## config.mk

```make
export PLATFORM = sky130hd
export DESIGN_NAME = regfile_write_arbiter
export DESIGN_NICKNAME = d
export VERILOG_FILES = /design/src/rtl/regfile_write_arbiter.sv
export SDC_FILE = /design/constraint.sdc
export NUM_CORES = 1
export LEC_CHECK = 0
export BUFFER_PORTS_ARGS = -buffer_cell sky130_fd_sc_hd__buf_4
export CORE_MARGIN = 4
export CORE_UTILIZATION = 45
export CTS_CLUSTER_SIZE = 24
export DETAILED_ROUTE_END_ITERATION = 16
export GPL_TIMING_DRIVEN = 0
export PLACE_DENSITY = 0.8
export SYNTH_ARGS = -nofsm -noshare
export SYNTH_HDL_FRONTEND = slang
export SYNTH_SLANG_ARGS = --single-unit
```

## constraint.sdc

```tcl
create_clock -name clk -period 2 [get_ports clk]
set_clock_uncertainty 0.05 [all_clocks]
set_input_delay 0.4 -clock clk [delete_from_list [all_inputs] [get_ports clk]]
set_output_delay 0.4 -clock clk [all_outputs]
set_load 0.05 [all_outputs]
```

## src/rtl/regfile_write_arbiter.sv

```systemverilog
// rtl/regfile_write_arbiter.sv - two-requester round-robin register-file write arbiter
// Register 0 writes are accepted but dropped, and counted in zero_drops.
module regfile_write_arbiter #(
  parameter int DW = 32,
  parameter int AW = 5,
  parameter int CW = 8
) (
  input  logic          clk,
  input  logic          rst,
  input  logic          req0_valid,
  input  logic [AW-1:0] req0_reg,
  input  logic [DW-1:0] req0_data,
  output logic          req0_ready,
  input  logic          req1_valid,
  input  logic [AW-1:0] req1_reg,
  input  logic [DW-1:0] req1_data,
  output logic          req1_ready,
  output logic          RegWrite,
  output logic [AW-1:0] write_reg,
  output logic [DW-1:0] write_data,
  output logic          last_grant,
  output logic [CW-1:0] zero_drops
);

  logic          ptr;
  logic          grant0;
  logic          grant1;
  logic          accept;
  logic [AW-1:0] sel_reg;
  logic [DW-1:0] sel_data;
  logic          sel_zero;

  // ptr names the requester that wins when both are valid
  always_comb begin
    grant0   = req0_valid && (!req1_valid || !ptr);
    grant1   = req1_valid && (!req0_valid ||  ptr);
    accept   = grant0 || grant1;
    sel_reg  = grant1 ? req1_reg  : req0_reg;
    sel_data = grant1 ? req1_data : req0_data;
    sel_zero = (sel_reg == '0);
  end

  assign req0_ready = grant0 && !rst;
  assign req1_ready = grant1 && !rst;

  always_ff @(posedge clk or posedge rst) begin
    if (rst) begin
      ptr        <= 1'b0;
      RegWrite   <= 1'b0;
      write_reg  <= '0;
      write_data <= '0;
      last_grant <= 1'b0;
      zero_drops <= '0;
    end else begin
      RegWrite <= accept && !sel_zero;
      if (accept) begin
        ptr        <= !grant1;
        last_grant <= grant1;
        if (!sel_zero) begin
          write_reg  <= sel_reg;
          write_data <= sel_data;
        end else if (zero_drops != {CW{1'b1}}) begin
          zero_drops <= zero_drops + 1'b1;
        end
      end
    end
  end

endmodule

```

Word-level counts from Yosys, hierarchy flattened
Cells that the tools add are included.
Word-level totals
  flip-flop bits (word level): 48
  latch bits: 0
  RAM bits: 0
  ROM bits: 0
  word-level logic and storage cells: 28
  memories: 0
Cells by class
  add/sub/neg operators: 1
  multiply operators: 0
  divide/modulo/power cells: 0
  magnitude comparators: 0
  equal/unequal tests: 1
  shift operators: 0
  muxes and demuxes: 2
  bitwise gates (word level): 1
  reduce and logical (&&, ||, !) cells: 17
Operators with widths (count)
  $mux W32: 1
  $add A8 B1 Y8 const B: 1
  $ne A8 B8 Y1 const B: 1
  $logic_not A1 Y1: 6
  $logic_and A1 B1 Y1: 5
  $logic_not A5 Y1: 1
  $mux W5: 1
  $logic_or A1 B1 Y1: 3
  $reduce_and A3 Y1: 1
  $reduce_and A2 Y1: 1
  $not A1 Y1: 1

Logic depth before layout (Yosys ltp)
  depth in word-level cells: 7
  mapped depth: 6
  gate-level depth less buffers: 5

Worst setup path before layout
Ideal clock, no wire load.
  path type: reg2out
  start point: register ptr
  end point: output port req0_ready
  data arrival time: 1.754 ns
  required time: 1.550 ns
  slack: -0.204 ns
  stages on the path, launching flop included: 4
  buffers on the path: 0
  cells stage by stage: dfrtp_1 nand2b_1 and2_1 nor3_1
Between the ends
  longest elaborated chain between the ends: 4
RTL lines
  start, declared: line 25  | logic ptr;
  start signal, assigned: line 57  | ptr <= !grant1;
  $logic_not A1 Y1: line 35  | grant0 = req0_valid && (!req1_valid || !ptr);
  $logic_or A1 B1 Y1: line 35
  $logic_and A1 B1 Y1: line 35
  $logic_and A1 B1 Y1: line 43  | assign req0_ready = grant0 && !rst;
  end, declared: line 13  | output logic req0_ready,
No other way between the ends.

Final worst setup path
  start point: register ptr
  end point: output port req1_ready
Between the ends
  longest elaborated chain between the ends: 3
RTL lines
  $logic_or A1 B1 Y1: line 36  | grant1 = req1_valid && (!req0_valid || ptr);
  $logic_and A1 B1 Y1: line 36
  $logic_and A1 B1 Y1: line 44  | assign req1_ready = grant1 && !rst;
  end, declared: line 17  | output logic req1_ready,
No other way between the ends.

==> impl_metrics.csv <==
group,metric,value,unit
clocking,root_buffer,"clkbuf_8",
clocking,clk_pin_slew_worst_paths,90,ps
final_layout,fillers,382,
final_layout,mostFrequentLayoutCells,"buf_4 (126), mux2_2 (49), dfrtp_1 (48)",
final_layout,nets,396,
yosys,synthArstFlopShare,100,%
clocking,clkLatencyLatePin,290,ps
sta,fmax,0.517,GHz
power,p_per_area,898,mW/mm²
critical_path,crit_fanout,10,
drt,wire_per_inst,15.3,µm
clocking,post_cts_buffers,0,
drt,via_per_inst,4.99,
yosys,synth.top_cells.by_area,"dfrtp_1 (49%), mux2_2 (22%), mux2_4 (9.8%), mux2_1 (3.7%), buf_6 (1.4%)",
drt,dr.pass1.iters,4,
yosys,ys_warn_count,0,
placement,dp_slack,-169,ps
critical_path,cp-end-kind,"output port",
yosys,synth_top_cell_by_area,"dfrtp_1",
critical_path,max_stage_delay,410,ps
grt,grt_use_total,17.5,%
floorplan,die_w,82.0,µm
sta,slew_headroom,63.9,%
drt,drt_iter0_markers,64,
yosys,synth_cells,183,
final_layout,final_area,0.00371,mm²
clocking,cts_tree,"yes",
critical_path,crit_start,"ptr",
drt,drt-total-wl,5940,µm
floorplan,fp.dieArea,0.00672,mm²
floorplan,core,0.00520,mm²
sta,final-hold-violation-count,0,
critical_path,rr_worst_depth,5,
final_layout,diodes,0,
placement,place_congestion,0.801,
final_layout,drive_gt1_share,67.0,%
grt,grt_first_pass_wirelength,8940,µm
yosys,netlist_area,0.00246,mm²
clocking,clockBufferDepth,2,
critical_path,r2r_setup_slack,80,ps
drt,routed-via-count,1937,
grt,grt_pass1_vias,1935,
yosys,yosysUniqueCellTypes,28,
placement,port_buffers,126,
critical_path,crit_path_cell_trace,"nand2b_4 > nand2_2 > buf_6 > buf_8 > nor2_2 > buf_4",
critical_path,rr_endpoint,"write_data[10]",
sta,setup_viol,0,
status,outcome,"completed",
clocking,clkSinkCount,48,
grt,grt_overflow,0,
sta,fin_ws,64.4,ps
clocking,cts_hold_buffers,0,
run,drv_cap,0,
sta,fin_tns_setup,0,ps
final_layout,layout_commonest_cell,"buf_4",
hold_path,hold_path.class,"input port to async pin",
grt,antenna_found_initial,0,
floorplan,boundaryPins,127,
clocking,ctsResizeCount,5,
yosys,synth_edf_count,0,
floorplan,row_count,26,
clocking,cts-htree-levels,2,
yosys,synth_top_cell_area_share,48.8,%
floorplan,initial_utilization,47.3,%
power,power_leakage,1.82,nW
yosys,syn-num-nets,262,
critical_path,cp-endpoint,"req1_ready",
critical_path,slowest_stage,"dfrtp_1",
critical_path,r2r_start,"ptr",
critical_path,start_kind,"flip-flop",
critical_path,arrival,1490,ps
drt,ant_nets,0,
sta,min_period,1940,ps
placement,dp_hpwl,4750,µm
sta,period_share,96.8,%
clocking,cts_buffers,5,
grt,grt_max_degree,26,
critical_path,worst-setup-path-type,"flip-flop to output port",
yosys,syn_avg_cell_area,13.5,µm²
yosys,synth_flop_cell,"dfrtp_1",
sta,slew_viol_final,0,
final_layout,syn_to_final_growth,50.6,%
yosys,yosys_register_bits,48,
power,peakVddDrop,0.707,mV
drt,route.detailed.drc,0,
critical_path,critPathRequiredTime,1550,ps
placement,dpl_cell_area,0.00352,mm²
sta,tightest_slew,541,ps
final_layout,largest_reg_flops,32,
yosys,yosysSeqAreaShare,48.8,%
floorplan,die_y,82.0,µm
==> cells by family (layout without fill, tap and decap cells) <==
group           after synthesis  in the layout  synth area share, %
buf+inv                      13            148                 3.10
compound gates               13             13                 3.45
flops                        48             48                 48.8
xor+xnor                      3              3                 1.07
fa+ha+maj                     1              1                0.508
mux                          76             76                 37.0
simple gates                 29             29                 6.09
==> worst max-delay path: cells and delay by family (launching register included) <==
kind                   cells  cell delay, ps
buffers and inverters      3             500
DFF                        1             410
and+or+nand+nor            3             290
==> power by group <==
part           switching [W]  total, W  internal [W]  leakage (nW)
logic               0.000710   0.00120      0.000491          1.17
clock network       0.000315  0.000939      0.000625        0.0784
registers          0.0000896   0.00119       0.00110         0.573
==> routing by layer <==
layer,up-vias,share of wire (%),global-route usage [%]
li1,927,-,-
met1,919,39,21.0
met2,78,51,30.9
met3,13,7.7,3.40
met4,0,2.1,6.64
met5,-,0,0
==> cell usage after synthesis, types with 4 or more instances <==
cell type,instances
nand3_1,5
inv_1,5
nor2_1,4
buf_2,4
nand2_1,8
dfrtp_1,48
a21oi_1,4
mux2_1,8
mux2_2,49
mux2_4,16
==> stage by stage <==
| step | utilization [%] | hold slack [ps] | instances | total power, W |
|---|---|---|---|---|
| 3_3_place_gp | 67.3 | 420 | 379 | 0.00239 |
| 2_1_floorplan | - | 414 | 183 | 0.00199 |
| 5_1_grt | 71.3 | 162 | 388 | 0.00347 |
| 4_1_cts | 71.1 | 129 | 388 | 0.00336 |
| 3_5_place_dp | 67.7 | 426 | 380 | 0.00241 |
| 6_report | 71.3 | 116 | 388 | 0.00333 |
==> worst min path at each step <==
stage               depth (start not counted)      startpoint        endpoint  slack, ps
finish                                      2             rst  write_data[28]        120
global route                                2             rst  write_data[29]        160
CTS                                         2             rst  write_data[29]        130
detailed placement                          1  write_data[17]  write_data[17]        430
global placement                            1  write_data[17]  write_data[17]        420
floorplan                                   1             ptr             ptr        410
==> final cells by class <==
type,instances,area [µm²],area share (%)
multi-input combinational,122,1200,32.4
sequential,48,1200,32.4
timing repair buffer,127,966,26.0
clock inverter,3,90.1,2.43
tap,70,87.6,2.36
buffer,8,73.8,1.99
clock buffer,5,68.8,1.85
inverter,5,18.8,0.506
Power figures use the tool's default switching activity.
